==> config.mk <==
export PLATFORM = sky130hd
export DESIGN_NAME = attribute_panel_renderer
export DESIGN_NICKNAME = d
export VERILOG_FILES = /design/src/rtl/attribute_panel_renderer.sv
export SDC_FILE = /design/constraint.sdc
export NUM_CORES = 2
export LEC_CHECK = 0
export ABC_AREA = 1
export CAP_MARGIN = 40
export CORE_MARGIN = 1
export CORE_UTILIZATION = 31
export DETAILED_ROUTE_END_ITERATION = 7
export PLACE_DENSITY_LB_ADDON = 0.3
export SLEW_MARGIN = 20
export SYNTH_ARGS = -nofsm -noshare
export SYNTH_HDL_FRONTEND = slang
export SYNTH_SLANG_ARGS = --single-unit
==> constraint.sdc <==
create_clock -name CLK -period 22.4 [get_ports CLK]
set_input_delay 2.24 -clock CLK [delete_from_list [all_inputs] [get_ports CLK]]
set_output_delay 2.24 -clock CLK [all_outputs]
set_load 0.01 [all_outputs]
==> src/rtl/attribute_panel_renderer.sv <==
// HUD attribute panel: tiled background with NUM_CH animated decimal value strips,
// per-channel flash on target change, and a 2-cycle registered pixel output.
module attribute_panel_renderer #(
  parameter logic [19:0] COOR         = {10'd32, 10'd32},
  parameter int          TILES_X      = 6,
  parameter int          TILES_Y      = 5,
  parameter int          TILE_WIDTH   = 32,
  parameter int          NUM_TILES    = 4,
  parameter int          NUM_CH       = 5,
  parameter int          NUM_DIGIT    = 4,
  parameter int          MAX_VALUE    = 9999,
  parameter int          STEP         = 8,
  parameter int          FLASH_FRAMES = 8,
  parameter int          DIGIT_X0     = 40,
  parameter int          DIGIT_Y0     = 8,
  parameter int          ROW_PITCH    = 32,
  parameter logic [7:0]  DIGIT_COLOR  = 8'd15,
  parameter logic [7:0]  FLASH_COLOR  = 8'd12
) (
  input  logic                    CLK,
  input  logic                    RESET_H,
  input  logic                    FRAME_CLK,
  input  logic [9:0]              DrawX,
  input  logic [9:0]              DrawY,
  input  logic [NUM_CH-1:0][13:0] ValueArr,
  output logic [7:0]              COLOR_ID
);

  localparam int PANEL_W   = TILES_X * TILE_WIDTH;
  localparam int PANEL_H   = TILES_Y * TILE_WIDTH;
  localparam int TW_BITS   = $clog2(TILE_WIDTH);
  localparam int ROM_DEPTH = NUM_TILES * TILE_WIDTH * TILE_WIDTH;
  localparam int ADDR_W    = $clog2(ROM_DEPTH);
  localparam int BCD_W     = 4 * NUM_DIGIT;
  localparam int CH_W      = (NUM_CH > 1) ? $clog2(NUM_CH) : 1;
  localparam int FL_W      = $clog2(FLASH_FRAMES + 1);
  localparam int STRIP_W   = 8 * NUM_DIGIT;

  // Panel tile map: diagonal stripe of tile ids; ids beyond the ROM fall back to tile 0.
  function automatic int map_tile(input int tx, input int ty);
    int raw;
    raw = (tx + 2 * ty) % 5;
    return (raw >= NUM_TILES) ? 0 : raw;
  endfunction

  // Tile images: 1-pixel frame on the top/left edge, 8x8 checker inside.
  function automatic logic [7:0] tile_pixel(input logic [ADDR_W-1:0] addr);
    int a, id, r, c;
    a  = int'(addr);
    id = a / (TILE_WIDTH * TILE_WIDTH);
    r  = (a / TILE_WIDTH) % TILE_WIDTH;
    c  = a % TILE_WIDTH;
    if (r == 0 || c == 0) return 8'(20 + id);
    return 8'(32 + id * 8 + (((r >> 3) ^ (c >> 3)) & 1));
  endfunction

  // 8x16 digit font row, MSB = leftmost pixel; seven-segment glyphs in cols 1..6, rows 2..13.
  function automatic logic [7:0] font_row(input logic [3:0] dig, input int row);
    logic [6:0] seg;
    logic [7:0] bits;
    case (dig)
      4'd0: seg = 7'b1111110;
      4'd1: seg = 7'b0110000;
      4'd2: seg = 7'b1101101;
      4'd3: seg = 7'b1111001;
      4'd4: seg = 7'b0110011;
      4'd5: seg = 7'b1011011;
      4'd6: seg = 7'b1011111;
      4'd7: seg = 7'b1110000;
      4'd8: seg = 7'b1111111;
      4'd9: seg = 7'b1111011;
      default: seg = 7'b0000000;
    endcase
    bits = 8'h00;
    if (row == 2  && seg[6]) bits |= 8'h7E;
    if (row == 7  && seg[0]) bits |= 8'h7E;
    if (row == 13 && seg[3]) bits |= 8'h7E;
    if (row >= 2 && row <= 7) begin
      if (seg[1]) bits |= 8'h40;
      if (seg[5]) bits |= 8'h02;
    end
    if (row >= 7 && row <= 13) begin
      if (seg[2]) bits |= 8'h40;
      if (seg[4]) bits |= 8'h02;
    end
    return bits;
  endfunction

  // Frame pulse synchroniser and registered rising-edge tick
  logic sync1_reg, sync2_reg, sync3_reg, tick_reg;

  always_ff @(posedge CLK or posedge RESET_H) begin
    if (RESET_H) begin
      {sync1_reg, sync2_reg, sync3_reg, tick_reg} <= '0;
    end else begin
      sync1_reg <= FRAME_CLK;
      sync2_reg <= sync1_reg;
      sync3_reg <= sync2_reg;
      tick_reg  <= sync2_reg & ~sync3_reg;
    end
  end

  logic [13:0]     tgt       [NUM_CH];
  logic [13:0]     disp_reg  [NUM_CH];
  logic [13:0]     last_reg  [NUM_CH];
  logic [FL_W-1:0] flash_reg [NUM_CH];

  always_comb begin
    for (int i = 0; i < NUM_CH; i++)
      tgt[i] = (ValueArr[i] > 14'(MAX_VALUE)) ? 14'(MAX_VALUE) : ValueArr[i];
  end

  always_ff @(posedge CLK or posedge RESET_H) begin
    if (RESET_H) begin
      for (int i = 0; i < NUM_CH; i++) begin
        disp_reg[i]  <= '0;
        last_reg[i]  <= '0;
        flash_reg[i] <= '0;
      end
    end else if (tick_reg) begin
      for (int i = 0; i < NUM_CH; i++) begin
        if (disp_reg[i] < tgt[i])
          disp_reg[i] <= (tgt[i] - disp_reg[i] > 14'(STEP)) ? disp_reg[i] + 14'(STEP) : tgt[i];
        else if (disp_reg[i] > tgt[i])
          disp_reg[i] <= (disp_reg[i] - tgt[i] > 14'(STEP)) ? disp_reg[i] - 14'(STEP) : tgt[i];
        if (tgt[i] != last_reg[i]) begin
          flash_reg[i] <= FL_W'(FLASH_FRAMES);
          last_reg[i]  <= tgt[i];
        end else if (flash_reg[i] != '0) begin
          flash_reg[i] <= flash_reg[i] - FL_W'(1);
        end
      end
    end
  end

  // Double-dabble converter: one channel per LOAD/SHIFT/NEXT round, all committed together
  typedef enum logic [2:0] {S_IDLE, S_LOAD, S_SHIFT, S_NEXT, S_COMMIT} state_t;
  state_t state_reg, state_next;

  logic [13:0]      bin_reg;
  logic [BCD_W-1:0] work_reg, work_adj;
  logic [3:0]       cnt_reg;
  logic [CH_W-1:0]  ch_reg;
  logic [BCD_W-1:0] shadow_reg [NUM_CH];
  logic [BCD_W-1:0] bcd_reg    [NUM_CH];
  logic             pending_reg, start;
  logic             load_en, shift_en, next_en, commit_en, busy;

  assign start = tick_reg | pending_reg;

  always_ff @(posedge CLK or posedge RESET_H) begin
    if (RESET_H) state_reg <= S_IDLE;
    else         state_reg <= state_next;
  end

  always_comb begin
    state_next = state_reg;
    case (state_reg)
      S_IDLE:   if (start) state_next = S_LOAD;
      S_LOAD:   state_next = S_SHIFT;
      S_SHIFT:  if (cnt_reg == 4'd13) state_next = S_NEXT;
      S_NEXT:   state_next = (ch_reg == CH_W'(NUM_CH - 1)) ? S_COMMIT : S_LOAD;
      S_COMMIT: state_next = start ? S_LOAD : S_IDLE;
      default:  state_next = S_IDLE;
    endcase
  end

  always_comb begin
    load_en   = (state_reg == S_LOAD);
    shift_en  = (state_reg == S_SHIFT);
    next_en   = (state_reg == S_NEXT);
    commit_en = (state_reg == S_COMMIT);
    busy      = (state_reg != S_IDLE) && (state_reg != S_COMMIT);
  end

  always_comb begin
    work_adj = work_reg;
    for (int d = 0; d < NUM_DIGIT; d++)
      if (work_reg[4*d +: 4] >= 4'd5) work_adj[4*d +: 4] = work_reg[4*d +: 4] + 4'd3;
  end

  always_ff @(posedge CLK or posedge RESET_H) begin
    if (RESET_H) begin
      bin_reg     <= '0;
      work_reg    <= '0;
      cnt_reg     <= '0;
      ch_reg      <= '0;
      pending_reg <= 1'b0;
      for (int i = 0; i < NUM_CH; i++) begin
        shadow_reg[i] <= '0;
        bcd_reg[i]    <= '0;
      end
    end else begin
      if (load_en) begin
        bin_reg  <= disp_reg[ch_reg];
        work_reg <= '0;
        cnt_reg  <= '0;
      end
      if (shift_en) begin
        work_reg <= (work_adj << 1) | BCD_W'(bin_reg[13]);
        bin_reg  <= bin_reg << 1;
        cnt_reg  <= cnt_reg + 4'd1;
      end
      if (next_en) begin
        shadow_reg[ch_reg] <= work_reg;
        ch_reg <= (ch_reg == CH_W'(NUM_CH - 1)) ? '0 : ch_reg + CH_W'(1);
      end
      if (commit_en)
        for (int i = 0; i < NUM_CH; i++) bcd_reg[i] <= shadow_reg[i];
      // A tick seen while a pass is running queues exactly one further pass
      if (tick_reg && busy)  pending_reg <= 1'b1;
      else if (commit_en)    pending_reg <= 1'b0;
    end
  end

  // Pixel stage 0: panel-relative coordinates, tile address and digit hit
  logic [9:0]        rx, ry;
  logic              in_panel_s0, hit_s0, flash_s0;
  logic [ADDR_W-1:0] addr_s0;
  logic [NUM_CH-1:0] row_hit;
  int                tile_id, dx, d_idx, row;
  logic [BCD_W-1:0]  upper;

  assign rx = DrawX - COOR[9:0];
  assign ry = DrawY - COOR[19:10];
  assign in_panel_s0 = (DrawX >= COOR[9:0])  && (int'(rx) < PANEL_W) &&
                       (DrawY >= COOR[19:10]) && (int'(ry) < PANEL_H);

  for (genvar gi = 0; gi < NUM_CH; gi++) begin : g_row
    localparam int Y_TOP = DIGIT_Y0 + gi * ROW_PITCH;
    assign row_hit[gi] = (int'(ry) >= Y_TOP) && (int'(ry) < Y_TOP + 16);
  end

  always_comb begin
    tile_id = map_tile(int'(rx) >> TW_BITS, int'(ry) >> TW_BITS);
    addr_s0 = ADDR_W'(tile_id * TILE_WIDTH * TILE_WIDTH +
                      (int'(ry) % TILE_WIDTH) * TILE_WIDTH + (int'(rx) % TILE_WIDTH));
  end

  always_comb begin
    hit_s0   = 1'b0;
    flash_s0 = 1'b0;
    dx       = int'(rx) - DIGIT_X0;
    d_idx    = dx >> 3;
    row      = 0;
    upper    = '0;
    for (int i = 0; i < NUM_CH; i++) begin
      if (row_hit[i] && dx >= 0 && dx < STRIP_W) begin
        row   = int'(ry) - (DIGIT_Y0 + i * ROW_PITCH);
        // Digits at and above d_idx; all-zero means a leading zero unless it is the last digit
        upper = bcd_reg[i] >> (4 * (NUM_DIGIT - 1 - d_idx));
        if ((d_idx == NUM_DIGIT - 1 || upper != '0) && font_row(upper[3:0], row)[7 - (dx & 7)]) begin
          hit_s0   = 1'b1;
          flash_s0 = (flash_reg[i] != '0);
        end
      end
    end
  end

  // Stage 1 (tile ROM read + side-band) and registered output
  logic [7:0] tile_pix_reg, color_reg;
  logic       in_panel_reg, hit_reg, flash_hit_reg;

  always_ff @(posedge CLK or posedge RESET_H) begin
    if (RESET_H) begin
      tile_pix_reg  <= '0;
      in_panel_reg  <= 1'b0;
      hit_reg       <= 1'b0;
      flash_hit_reg <= 1'b0;
      color_reg     <= '0;
    end else begin
      tile_pix_reg  <= tile_pixel(addr_s0);
      in_panel_reg  <= in_panel_s0;
      hit_reg       <= hit_s0;
      flash_hit_reg <= flash_s0;
      if (!in_panel_reg) color_reg <= '0;
      else if (hit_reg)  color_reg <= flash_hit_reg ? FLASH_COLOR : DIGIT_COLOR;
      else               color_reg <= tile_pix_reg;
    end
  end

  assign COLOR_ID = color_reg;

endmodule

==> results.json <==
{
  "hp-class": "reg2reg",
  "syn_avg_cell_area_um2": 7.09,
  "placed_area_mm2": 0.0326,
  "clkLatencyLatePin_ps": 600,
  "cts_inserted_buffers": 47,
  "fmax_mhz": 117,
  "drc_errors": 0,
  "r2r_start": "disp_reg[3]",
  "yosysWarnings": 0,
  "drv_cap": 0,
  "period_share": 0.382,
  "cp-startpoint": "DrawX[5]",
  "clk_path_buf_depth": 3,
  "synth_edf_count": 0,
  "rsz0062_at_grt": "no",
  "status": "finished clean",
  "fillers": 10200,
  "critPathSlowestCell": "clkdlybuf4s50_1",
  "drtAntennaViolNets": 0,
  "clk_pin_slew_ps": 60,
  "slowest_delay_ps": 630,
  "post_cts_buffers": 0,
  "track_usage": 0.179,
  "final_area_mm2": 0.0342,
  "hold_viol_final": 0,
  "cp-start-kind": "input pin",
  "p_per_area_mw_per_mm2": 111,
  "ys_seq_area_frac": 0.315,
  "required_ps": 22880,
  "worst_pin_slew_ps": 940,
  "endpoint_kind": "flop",
  "clockRootBuffer": "clkbuf_16",
  "die_h_um": 314,
  "num_vias": 28200,
  "place.gp.congestion": 0.907,
  "synth_xor_area_frac": 0.0633,
  "total_power_uw": 3790,
  "final_nets": 4612,
  "grt_max_degree": 155,
  "cts_tree": "built",
  "synthesis.area_mm2": 0.0301,
  "finalClockSkew_ps": 17.9,
  "initial_core_util": 0.312,
  "dr.pass1.iters": 6,
  "ir_drop_v": 0.0000621,
  "htreeDepth": 2,
  "antenna_found_initial": 1,
  "rows": 114,
  "finalSetupViolCount": 0,
  "gr-total-overflow": 0,
  "layout-drive-gt1-share": 0.0510,
  "numPortBuffers": 98,
  "synth_top_family_by_area": "simple AND/OR/NAND/NOR gates",
  "grt_pass1_wl_um": 145000,
  "final_max_slew_viol_count": 0,
  "r2r-end": "disp_reg[0]",
  "arrival_ps": 9040,
  "crit_end": "flash_hit_reg",
  "path_class": "in2reg",
  "synth_fa_ha_area_frac": 0.0953,
  "synth-seq-cells": 380,
  "synth_top_cell_area_share": 0.315,
  "syn_inst": 4252,
  "slew_headroom": 0.373,
  "postRouteWirelength_um": 89200,
  "vias_per_cell": 5.03,
  "synthDistinctLibCells": 68,
  "dp_hpwl_um": 67900,
  "syn_to_final_growth_pct": 13.5,
  "die_w_um": 314,
  "io_pins": 101,
  "synth-compound-area-share": 0.198,
  "cellLeakagePower_uw": 0.0160,
  "ctsResizeCount": 0,
  "grt_pass1_vias": 27100,
  "drtIter0Drc": 2213,
  "synthSimpleGateAreaFrac": 0.238,
  "rrSetupSlack_ps": 17660,
  "async_reset_ff_frac": 1.00,
  "min_period_ps": 8560,
  "core_mm2": 0.0966,
  "hp-start": "sync1_reg",
  "synth_flop_cell": "dfrtp_1",
  "clkSinkCount": 380,
  "critPathMaxFanout": 28,
  "wl_per_cell_um": 15.9,
  "dieArea_mm2": 0.0985,
  "tns_ps": 0,
  "ctsHoldBuffers": 0,
  "cpMostUsedCell": "nand2_1",
  "synth_area_leader_cell": "dfrtp_1",
  "ff2ff_path_depth": 15,
  "yosys-top-cells-area": "dfrtp_1, nand2_1, ha_1, o21ai_0, inv_1",
  "synthMuxAreaShare": 0.000374
}
[logic make-up after synthesis]
group           after synthesis
compound gates             1037
xor+xnor                    217
fa+ha+maj                   226
buf+inv                     703
flops                       380
mux                           1
other cells                   1
simple gates               1687
[critical path: cells and delay by family]
kind	cells	cell delay [ps]
and+or+nand+nor	14	2550
buffers and inverters	9	2020
xor gates and xnor gates	1	310
AOI/OAI and AO/OA	8	1050
adders and majority gates	3	850
[metrics by stage]
stage | worst slack (ps) | instances | hold WS [ps] | utilization
floorplan | 9600 | 4253 | 331 | -
global placement | 13510 | 5504 | 337 | 0.335
detailed placement | 13340 | 5517 | 337 | 0.337
CTS | 13940 | 5603 | 350 | 0.354
global route | 13220 | 5606 | 354 | 0.354
finish | 13840 | 5607 | 352 | 0.354
[area by class of cell]
type / instances / area [um2] / share of cell area
clock inverter: 27 / 325 / 0.00951
multi-input combinational: 3170 / 18000 / 0.525
sequential: 380 / 9510 / 0.278
timing repair buffer: 146 / 1480 / 0.0431
clock buffer: 59 / 1280 / 0.0374
inverter: 548 / 2060 / 0.0603
antenna: 1 / 2.50 / 0.0000731
tap: 1276 / 1600 / 0.0466
[synth_stat cells, drive strengths merged, types with 3 or more instances]
master / instances
a211oi: 4
nor3: 63
a2111oi: 12
inv: 531
a221oi: 17
o21bai: 5
clkinv: 17
dfrtp: 380
fa: 6
nand3b: 4
ha: 220
clkbuf: 143
o211ai: 64
o21a: 3
o41ai: 6
o31ai: 14
xnor2: 68
nand4: 36
nand2: 980
nor3b: 10
xor2: 149
a31oi: 53
a221o: 9
nor2: 332
o221ai: 21
or2: 15
a21oi: 206
o21ai: 528
o311ai: 5
o2111ai: 16
o22ai: 48
a22oi: 12
nor4: 34
buf: 12
and3: 3
nand3: 204
[cells in the final DEF (no fill, tap or decap), types with 6 or more instances in the layout]
master	instances
nand3_1	191
inv_2	17
a31oi_1	53
nand4_1	36
clkbuf_1	6
dfrtp_1	380
clkbuf_16	47
nor3_1	63
or2_2	14
fa_1	6
buf_4	32
clkinv_2	13
a221o_1	9
clkbuf_8	6
nor2_1	327
o21ai_0	521
o31ai_1	14
clkdlybuf4s50_1	97
o221ai_1	21
a221oi_1	17
xor2_1	148
a22oi_1	12
o22ai_1	48
nor4_1	34
a21oi_1	205
a2111oi_0	12
xnor2_1	67
nand2_1	946
nor3b_1	10
clkinv_1	17
inv_1	513
bufinv_16	6
ha_1	220
o41ai_1	6
buf_8	9
nand3_2	11
nand2_2	29
o2111ai_1	16
o211ai_1	64
[layer usage]
layer	vias up	routed length [um]	GRT usage
li1	14300	-	-
met1	13100	42500	0.247
met2	636	40600	0.295
met3	138	3310	0.0157
met4	0	2730	0.0567
met5	-	0	0
[worst min path at each step]
stage / slack [ps] / to / cells past startpoint
2_1_floorplan: 330 / sync2_reg / 0
3_3_place_gp: 340 / sync2_reg / 0
3_5_place_dp: 340 / sync2_reg / 0
4_1_cts: 350 / sync2_reg / 0
5_1_grt: 350 / sync2_reg / 0
6_report: 350 / sync2_reg / 0
[power by group]
part	internal (uW)	switching, uW
Combinational	713	1280
Sequential	838	165
Clock	477	325
No activity file was read; power rests on OpenSTA's default activity.
